File: src/rtl/sub_pipe_if.sv
// Operand/result handshake bundle for sub_pipe.
// Carries the input valid/ready pair with a, b, bin, and the output valid/ready pair with d, bout.
// The ovf wire exists only when SUB_PIPE_OVF_EN is defined.
interface sub_pipe_if #(
    parameter int WIDTH = 64
);
    logic             in_valid;
    logic             in_ready;
    logic [WIDTH-1:0] a;
    logic [WIDTH-1:0] b;
    logic             bin;
    logic             out_valid;
    logic             out_ready;
    logic [WIDTH-1:0] d;
    logic             bout;
`ifdef SUB_PIPE_OVF_EN
    logic             ovf;
`endif

    // Producer/consumer side: drives operands and out_ready, observes results.
    modport master (
        output in_valid, a, b, bin, out_ready,
        input  in_ready, out_valid, d, bout
`ifdef SUB_PIPE_OVF_EN
        , input ovf
`endif
    );

    // Subtractor side.
    modport slave (
        input  in_valid, a, b, bin, out_ready,
        output in_ready, out_valid, d, bout
`ifdef SUB_PIPE_OVF_EN
        , output ovf
`endif
    );
endinterface

File: src/rtl/sub_pipe.sv
// Pipelined chunked subtractor {bout, d} = a - b - bin, one op per cycle, borrow rippling through STAGES slices.
// Latency: result valid STAGES-1 edges after acceptance; each stalled cycle adds one.
// Backpressure: global advance = !out_valid | out_ready; in_ready = advance, and the whole pipe holds when it is low.
//
// Ports: clk, rst_n (async, active-low), io (sub_pipe_if.slave: in_valid/in_ready/a/b/bin, out_valid/out_ready/d/bout).
// Optional macro SUB_PIPE_OVF_EN adds io.ovf, the signed overflow flag aligned with d.
// Requires STAGES >= 2 and WIDTH divisible by STAGES.
module sub_pipe #(
    parameter int WIDTH  = 64,
    parameter int STAGES = 4
) (
    input  logic       clk,
    input  logic       rst_n,
    sub_pipe_if.slave  io
);
    localparam int CW  = WIDTH / STAGES;
    localparam int CW1 = CW + 1;

    // Per-stage valid and borrow-out of that stage's slice.
    logic [STAGES-1:0] vld_q, vld_d;
    logic [STAGES-1:0] brw_q, brw_d;
    // Result accumulator: stage k holds chunks 0..k of its operation in place.
    logic [WIDTH-1:0]  d_q [STAGES];
    logic [WIDTH-1:0]  d_d [STAGES];
    // Operand skew: not-yet-consumed chunks, shifted so the next slice's chunk sits at bit 0.
    logic [WIDTH-1:0]  a_q [STAGES-1];
    logic [WIDTH-1:0]  a_d [STAGES-1];
    logic [WIDTH-1:0]  b_q [STAGES-1];
    logic [WIDTH-1:0]  b_d [STAGES-1];
    // Slice subtract results; bit CW is the borrow (difference went negative).
    logic [CW:0]       diff [STAGES];
    logic              adv;
`ifdef SUB_PIPE_OVF_EN
    logic              ovf_q, ovf_d;
    logic              sign_a, sign_b, sign_d;
`endif

    always_comb begin
        adv   = !vld_q[STAGES-1] || io.out_ready;
        vld_d = vld_q;
        brw_d = brw_q;
        d_d   = d_q;
        a_d   = a_q;
        b_d   = b_q;

        diff[0] = {1'b0, io.a[CW-1:0]} - {1'b0, io.b[CW-1:0]} - CW1'(io.bin);
        for (int k = 1; k < STAGES; k++) begin
            diff[k] = {1'b0, a_q[k-1][CW-1:0]} - {1'b0, b_q[k-1][CW-1:0]} - CW1'(brw_q[k-1]);
        end

        if (adv) begin
            // in_ready equals adv, so stage 0 takes in_valid directly.
            vld_d[0] = io.in_valid;
            brw_d[0] = diff[0][CW];
            d_d[0]   = WIDTH'(diff[0][CW-1:0]);
            a_d[0]   = io.a >> CW;
            b_d[0]   = io.b >> CW;
            for (int k = 1; k < STAGES; k++) begin
                vld_d[k]             = vld_q[k-1];
                brw_d[k]             = diff[k][CW];
                d_d[k]               = d_q[k-1];
                d_d[k][k*CW +: CW]   = diff[k][CW-1:0];
            end
            for (int k = 1; k < STAGES-1; k++) begin
                a_d[k] = a_q[k-1] >> CW;
                b_d[k] = b_q[k-1] >> CW;
            end
        end
    end

`ifdef SUB_PIPE_OVF_EN
    // Top slice sees the operand sign bits at the MSB of its chunk.
    always_comb begin
        sign_a = a_q[STAGES-2][CW-1];
        sign_b = b_q[STAGES-2][CW-1];
        sign_d = diff[STAGES-1][CW-1];
        ovf_d  = ovf_q;
        if (adv) begin
            ovf_d = (sign_a ^ sign_b) & (sign_d ^ sign_a);
        end
    end

    always_ff @(posedge clk or negedge rst_n) begin
        if (!rst_n) begin
            ovf_q <= 1'b0;
        end else begin
            ovf_q <= ovf_d;
        end
    end

    assign io.ovf = ovf_q;
`endif

    always_ff @(posedge clk or negedge rst_n) begin
        if (!rst_n) begin
            vld_q <= '0;
            brw_q <= '0;
            for (int k = 0; k < STAGES; k++) begin
                d_q[k] <= '0;
            end
            for (int k = 0; k < STAGES-1; k++) begin
                a_q[k] <= '0;
                b_q[k] <= '0;
            end
        end else begin
            vld_q <= vld_d;
            brw_q <= brw_d;
            d_q   <= d_d;
            a_q   <= a_d;
            b_q   <= b_d;
        end
    end

    assign io.in_ready  = adv;
    assign io.out_valid = vld_q[STAGES-1];
    assign io.d         = d_q[STAGES-1];
    assign io.bout      = brw_q[STAGES-1];
endmodule
File: src/flat_wrapper.sv
// flat-port wrapper written by rule: the top's interface ports become plain ports
module sub_pipe_flat 
#(
    parameter int WIDTH  = 64,
    parameter int STAGES = 4
)
  (clk, rst_n, io_in_valid, io_a, io_b, io_bin, io_out_ready, io_in_ready, io_out_valid, io_d, io_bout);
  sub_pipe_if #(.WIDTH(WIDTH)) io_i ();
  input  logic clk;
  input  logic rst_n;
  input wire logic [$bits(io_i.in_valid)-1:0] io_in_valid;
  input wire logic [$bits(io_i.a)-1:0] io_a;
  input wire logic [$bits(io_i.b)-1:0] io_b;
  input wire logic [$bits(io_i.bin)-1:0] io_bin;
  input wire logic [$bits(io_i.out_ready)-1:0] io_out_ready;
  output wire logic [$bits(io_i.in_ready)-1:0] io_in_ready;
  output wire logic [$bits(io_i.out_valid)-1:0] io_out_valid;
  output wire logic [$bits(io_i.d)-1:0] io_d;
  output wire logic [$bits(io_i.bout)-1:0] io_bout;
  assign io_i.in_valid = io_in_valid;
  assign io_i.a = io_a;
  assign io_i.b = io_b;
  assign io_i.bin = io_bin;
  assign io_i.out_ready = io_out_ready;
  assign io_in_ready = io_i.in_ready;
  assign io_out_valid = io_i.out_valid;
  assign io_d = io_i.d;
  assign io_bout = io_i.bout;
  sub_pipe #(.WIDTH(WIDTH), .STAGES(STAGES)) u_core (.clk(clk), .rst_n(rst_n), .io(io_i));
endmodule
File: config.mk
export PLATFORM = sky130hd
export DESIGN_NAME = sub_pipe_flat
export DESIGN_NICKNAME = d
export VERILOG_FILES = /design/src/rtl/sub_pipe_if.sv /design/src/rtl/sub_pipe.sv /design/src/flat_wrapper.sv
export SDC_FILE = /design/constraint.sdc
export NUM_CORES = 1
export LEC_CHECK = 0
export CAP_MARGIN = 20
export CORE_UTILIZATION = 30
export DETAILED_ROUTE_END_ITERATION = 6
export PLACE_DENSITY_LB_ADDON = 0.12
export SETUP_SLACK_MARGIN = 0.3
export SLEW_MARGIN = 25
export SYNTH_ARGS = -nofsm -noshare
export SYNTH_HDL_FRONTEND = slang
export SYNTH_SLANG_ARGS = --single-unit
File: constraint.sdc
create_clock -name clk -period 7.47 [get_ports clk]
set_input_delay 0.747 -clock clk [delete_from_list [all_inputs] [get_ports clk]]
set_output_delay 0.747 -clock clk [all_outputs]
set_load 0.02 [all_outputs]
==> impl_metrics.tcl, run 1 <==
set metrics [dict create \
    status "finished, violations left" \
    violations "design-rule violations" \
    cts_setup_buffers 0 \
    final_util_pct 36.8 \
    seq_area_frac_synth_pct 50.0 \
    syn2layout_area_growth_pct 20.9 \
    grt_pass1_wl_um 72500 \
    p_leak_nw 10.9 \
    ys_types 58 \
    r2r-end "u_core.d_q[110]" \
    cts-root-buf "clkbuf_16" \
    die_area_sq_um 61100 \
    synth_edf_count 0 \
    remaining_drc_errors 7 \
    async_reset_ff_share_pct 100 \
    p_sw_mw 4.51 \
    ios 200 \
    final_nets 2466 \
    whs_ns 0.154 \
    final_cell_mix "837 x nand2_1, 360 x dfrtp_1, 198 x clkdlybuf4s50_1, 195 x inv_1, 120 x ha_1" \
    cts.sinks 360 \
    rsz0062_at_grt "no" \
    final-hold-violation-count 0 \
    cts_buffers 45 \
    critPathKind "in2out" \
    drtPass1Iterations 7 \
    synth_top_family_by_area "simple AND/OR/NAND/NOR gates" \
    cp_data_arrival_time_ns 2.38 \
    ys.flop_type "dfrtp_1" \
    ys.warnings.count 0 \
    synthMuxAreaShare_pct 0.111 \
    maxSlewViolCount 0 \
    synthCells 2106 \
    rows 89 \
    postCtsHoldBufs 0 \
    swShare_pct 41.3 \
    wire_per_inst_um 14.9 \
    grt_pass1_vias 13584 \
    wirelength_um 44800 \
    worst_setup_path_start_kind "input port" \
    fin_ws_ns 4.34 \
    port-buffer-count 199 \
    start_util_pct 30.4 \
    multi_input_area_sq_um 7460 \
    worst_hold_path_type "in2async" \
    dp_slack_ns 3.99 \
    synth-adder-area-share_pct 9.21 \
    period_needed_ns 3.13 \
    max_slew.worst_pin.slew_ns 0.980 \
    grt_antenna_before_repair 0 \
    htreeDepth 2 \
    required_ns 6.72 \
    relSlewSlack_pct 34.7 \
    worst_setup_path_end_kind "output pin" \
    syn_area_per_cell_sq_um 8.56 \
    max_freq_mhz 320 \
    p_per_area_nw_per_um2 502 \
    setup_viol_count_final 0 \
    r2r-start "u_core.b_q[64]" \
    p_total_mw 10.9 \
    synth.area.top_cells "dfrtp_1 50%, nand2_1 17%, ha_1 8.3%, inv_1 4.1%, buf_4 2.7%" \
    ctsResizeCount 0 \
    finClkSkew_ns 0.0257 \
    synth-simple-area-share_pct 20.6 \
    via_per_inst 4.49 \
    ff2ff_setup_slack_ns 4.47 \
    clkPwrFrac_pct 20.5 \
    num_antenna_cells 0 \
    cts_tree "built" \
    reg2reg_depth 9 \
    yosys.area.top_type_share_pct 50.0 \
    syn_nets 2367 \
    cp_max_fo 73 \
    dp_hpwl_um 31000 \
    synth_compound_area_share_pct 8.69 \
    place.gp.congestion 0.808 \
    fin_tns_setup_ns 0 \
    power.internal_mw 6.42 \
    syn_area_sq_um 18000 \
    vias 13523 \
    clk_pin_slew_ns 0.06 \
    core_area_sq_um 59200 \
    comb_power_share_pct 49.1 \
    period_share_pct 41.9 \
    drive_above_1_share_pct 4.06 \
    clk_latency_ns 0.58 \
    clock_path_buffers 3 \
    fp.dieW_um 247 \
    yosys.area.top_type "dfrtp_1" \
    ant_nets 0 \
    regArea_sq_um 9010 \
    gr-total-overflow 0 \
    synth_xor_area_share_pct 2.72 \
    irDropWorstVdd_mv 0.186 \
    drv_cap 0 \
    fillerInstances 6181 \
    final_common_cell "nand2_1" \
    synth-seq-cells 360 \
    die_h_um 247 \
    first_iter_violations 735 \
    grt_usage_pct 14.9 \
    power_frac_seq_pct 30.4 \
    grt_max_degree 211 \
]
==> kinds of logic (layout without fill, tap and decap cells) <==
| logic type | Yosys count | count (layout) |
|---|---|---|
| xor+xnor | 56 | 56 |
| flops | 360 | 360 |
| mux | 2 | 2 |
| buf+inv | 352 | 486 |
| compound gates | 256 | 256 |
| simple gates | 952 | 952 |
| fa+ha+maj | 128 | 128 |
==> final cells by class <==
type,count,area share (%)
flip-flops and latches,360,41.3
multi-input cells,1394,34.2
repair buffers,208,9.60
clock buffers,65,5.92
well taps,773,4.44
inverters,196,3.41
clock inverters,17,1.11
==> power by group through the flow <==
stage | combinational, mW | sequential, mW | clock (mW)
finish | 5.37 | 3.32 | 2.25
global route | 6.09 | 3.43 | 2.40
CTS | 5.49 | 3.34 | 2.33
detailed placement | 5.46 | 3.36 | 0
global placement | 5.40 | 3.35 | 0
floorplan | 4.14 | 3.18 | 0
==> through the flow <==
stage	cells	instance area [sq um]
floorplan	2106	18000
global placement	2931	20300
detailed placement	2931	20300
CTS	3013	21800
global route	3013	21800
finish	3013	21800
==> synth_stat cells, types with 3 or more instances <==
| master | count |
|---|---|
| nor2_1 | 56 |
| a211oi_1 | 8 |
| and3_1 | 5 |
| xor2_1 | 19 |
| dfrtp_1 | 360 |
| o21ai_1 | 76 |
| a22oi_1 | 3 |
| a221oi_1 | 3 |
| a21oi_1 | 68 |
| fa_1 | 8 |
| nand3_1 | 13 |
| ha_1 | 120 |
| o21bai_1 | 7 |
| nand2_1 | 837 |
| and2_1 | 3 |
| o211ai_1 | 6 |
| a21o_1 | 14 |
| nand4_1 | 7 |
| inv_1 | 195 |
| a31oi_1 | 10 |
| nor2b_1 | 4 |
| a21boi_0 | 3 |
| buf_1 | 14 |
| buf_4 | 64 |
| a221o_1 | 3 |
| nor3_1 | 12 |
| xnor2_1 | 37 |
| clkbuf_1 | 76 |
| nand2b_1 | 8 |
| o21a_1 | 3 |
| o21ai_0 | 26 |
| o31ai_1 | 4 |
==> how the worst max path moves through the flow <==
stage / from / to / slack, ns / cells past startpoint
after floorplan: io_bin / u_core.d_q[205] / 4.76 / 10
after CTS: io_out_ready / io_in_ready / 4.33 / 4
after global routing: io_out_ready / io_in_ready / 4.28 / 4
after global placement: io_a[8] / u_core.d_q[207] / 4.04 / 11
after detailed placement: io_out_ready / u_core.d_q[150] / 3.99 / 5
final: io_out_ready / io_in_ready / 4.34 / 4
==> state kept, by name (all words and copies together), names as in the netlist <==
| signal | cells |
|---|---|
| u_core.d_q | 96 |
| u_core.vld_q | 4 |
| u_core.a_q | 96 |
| u_core.brw_q | 4 |
| u_core.io.d | 64 |
| u_core.b_q | 96 |
==> layer usage <==
layer	GRT usage [%]	routed length, um	share of wire (%)
met1	19.3	20300	45
met2	25.3	21700	49
met3	2.25	1600	3.6
met4	4.93	1130	2.5
met5	0	0	0
==> critical path, cell delays in order <==
cell and delay (ns):
clkdlybuf4s50_1 0.50, nor2b_4 0.08, inv_8 0.30, clkdlybuf4s50_1 0.69
Power figures use the tool's default switching activity.
==> run 2, diff against run 1 <==
- clock period: 7.47 -> 3.23 ns (I/O delays scaled with it)
==> run 2 against run 1 <==
The flow still finishes with violations (design-rule violations); final area grew 0.78%; critical path depth grew 5; worst hold slack gained 0.13 ns; via count grew 0.27%; critical path type is now reg2reg; setup slack lost 3.9 ns; global-route usage grew 0.27 points.
==> impl_metrics.tcl, run 2 (synthesis gave the netlist of run 1 again) <==
set metrics [dict create \
    status "finished, violations left" \
    violations "design-rule violations" \
    irDropWorstVdd_mv 0.446 \
    clk_latency_ns 0.58 \
    fin_ws_ns 0.435 \
    final_cell_mix "837 x nand2_1, 360 x dfrtp_1, 198 x clkdlybuf4s50_1, 195 x inv_1, 120 x ha_1" \
    rsz0062_at_grt "no" \
    core_area_sq_um 59200 \
    wire_per_inst_um 15.1 \
    maxSlewViolCount 0 \
    critPathKind "reg2reg" \
    htreeDepth 2 \
    ios 200 \
    design_area_sq_um 22000 \
    start_util_pct 30.4 \
    p_per_area_nw_per_um2 1160 \
    cts_tree "built" \
    rows 89 \
    period_needed_ns 2.79 \
    final-hold-violation-count 0 \
    period_share_pct 86.5 \
    hold_path_depth 3 \
    cp_common_cell "fa_1" \
    via_per_inst 4.49 \
    max_slew.worst_pin.slew_ns 0.693 \
    finClkSkew_ns 0.0158 \
    r2r-start "u_core.brw_q[0]" \
    vias 13560 \
    cts-root-buf "clkbuf_16" \
    drive_above_1_share_pct 4.36 \
    fillerInstances 6180 \
    clk_pin_slew_ns 0.06 \
    num_antenna_cells 0 \
    relSlewSlack_pct 53.8 \
    crit_start "u_core.brw_q[0]" \
    final_common_cell "nand2_1" \
    wirelength_um 45400 \
    grt_pass1_vias 13889 \
    grt_pass1_wl_um 73500 \
    regArea_sq_um 9010 \
    drtPass1Iterations 7 \
    path_cells "inv_1 > fa_1 > fa_1 > nand2b_1 > a31oi_1 > o31a_1 > o21bai_1 > xnor2_1 > o21ai_1" \
    dp_slack_ns 0.275 \
    required_ns 3.66 \
    cts_buffers 44 \
    grt_max_degree 134 \
    ant_nets 0 \
    cp_data_arrival_time_ns 3.22 \
    gr-total-overflow 0 \
    r2r-end "u_core.d_q[154]" \
    ff2ff_setup_slack_ns 0.44 \
    drv_cap 0 \
    die_h_um 247 \
    dp_hpwl_um 31800 \
    port-buffer-count 199 \
    hold_end "u_core.b_q[166]" \
    grt_antenna_before_repair 2 \
    cp_max_fo 5 \
    clock_path_buffers 3 \
    slowest_delay_ns 0.42 \
    worst_setup_path_start_kind "flip-flop" \
    multi_input_area_sq_um 7470 \
    hp-start "io_b[54]" \
    remaining_drc_errors 7 \
    first_iter_violations 711 \
    final_nets 2474 \
    syn2layout_area_growth_pct 21.9 \
    cts_setup_buffers 0 \
    max_freq_mhz 358 \
    die_area_sq_um 61100 \
    fp.dieW_um 247 \
    worst_hold_path_type "in2reg" \
    fin_tns_setup_ns 0 \
    reg2reg_depth 9 \
    worst_setup_path_end_kind "flip-flop" \
    place.gp.congestion 0.826 \
    cts.sinks 360 \
    dpl_cell_area_sq_um 20400 \
    setup_viol_count_final 0 \
    crit_slowest_cell "fa_1" \
    dp_cells 2939 \
    p_leak_nw 11.0 \
    grt_usage_pct 15.2 \
    layout.cells.non_filler 3019 \
    top_regs "u_core.a_q: 96 flops, u_core.b_q: 96 flops, u_core.d_q: 96 flops" \
]
## run 2: cell types whose count changed in the layout (fill, tap and decap cells not counted), moves of 2 or more
cell | before | now
buf_12 | 2 | 9
buf_4 | 6 | 8
clkbuf_1 | 11 | 9
clkinv_2 | 7 | 4
clkinv_8 | 2 | 0
## run 2: through the flow
stage	hold slack [ns]	power [mW]	utilization (%)
final	0.279	25.5	37.1
after CTS	0.238	26.0	37.1
after detailed placement	0.377	20.6	34.5
after global routing	0.273	27.9	37.1
after global placement	0.379	20.4	34.5
after floorplan	0.0274	16.9	-
## run 2: report_power, final
group | internal (mW) | switching, mW | total, mW
Combinational | 5.21 | 7.36 | 12.6
Clock | 3.26 | 2.00 | 5.27
Sequential | 6.56 | 1.12 | 7.69
## run 2: final cells by class
| class | instances | share of cell area [%] |
|---|---|---|
| inverters | 196 | 3.38 |
| multi-input cells | 1394 | 34.0 |
| repair buffers | 217 | 10.2 |
| clock buffers | 64 | 5.90 |
| flip-flops and latches | 360 | 41.0 |
| clock inverters | 15 | 1.09 |
| well taps | 773 | 4.40 |
## run 2: worst max path at each step
stage	end	slack (ns)
global placement	u_core.d_q[205]	0.25
CTS	u_core.d_q[108]	0.44
floorplan	u_core.d_q[110]	0.78
global route	u_core.d_q[105]	0.33
detailed placement	u_core.d_q[202]	0.27
finish	u_core.d_q[154]	0.44
## run 2: worst max-delay path: cells and delay by family, from the launching register on
family	cells	cell delay, ns
flip-flops	1	0.35
buffers and inverters	1	0.10
adder cells (fa/ha/maj)	2	0.82
AND/OR/NAND/NOR	1	0.19
XOR/XNOR	1	0.31
AO/OA/AOI/OAI	4	0.87
## run 2: repair_timing
action                                 in CTS  in global routing
setup endpoints to repair                   0                  3
endpoints found under the hold margin      67                  0
resized for setup                           0                  1
hold buffers                                1                  0
## run 2: layer usage
metal / up-vias / global-route usage [%] / part of all wire (%)
li1: 6776 / - / -
met1: 6498 / 19.3 / 45
met2: 210 / 25.7 / 48
met3: 72 / 2.54 / 4.0
met4: 4 / 5.56 / 2.8
met5: - / 0 / 0.064
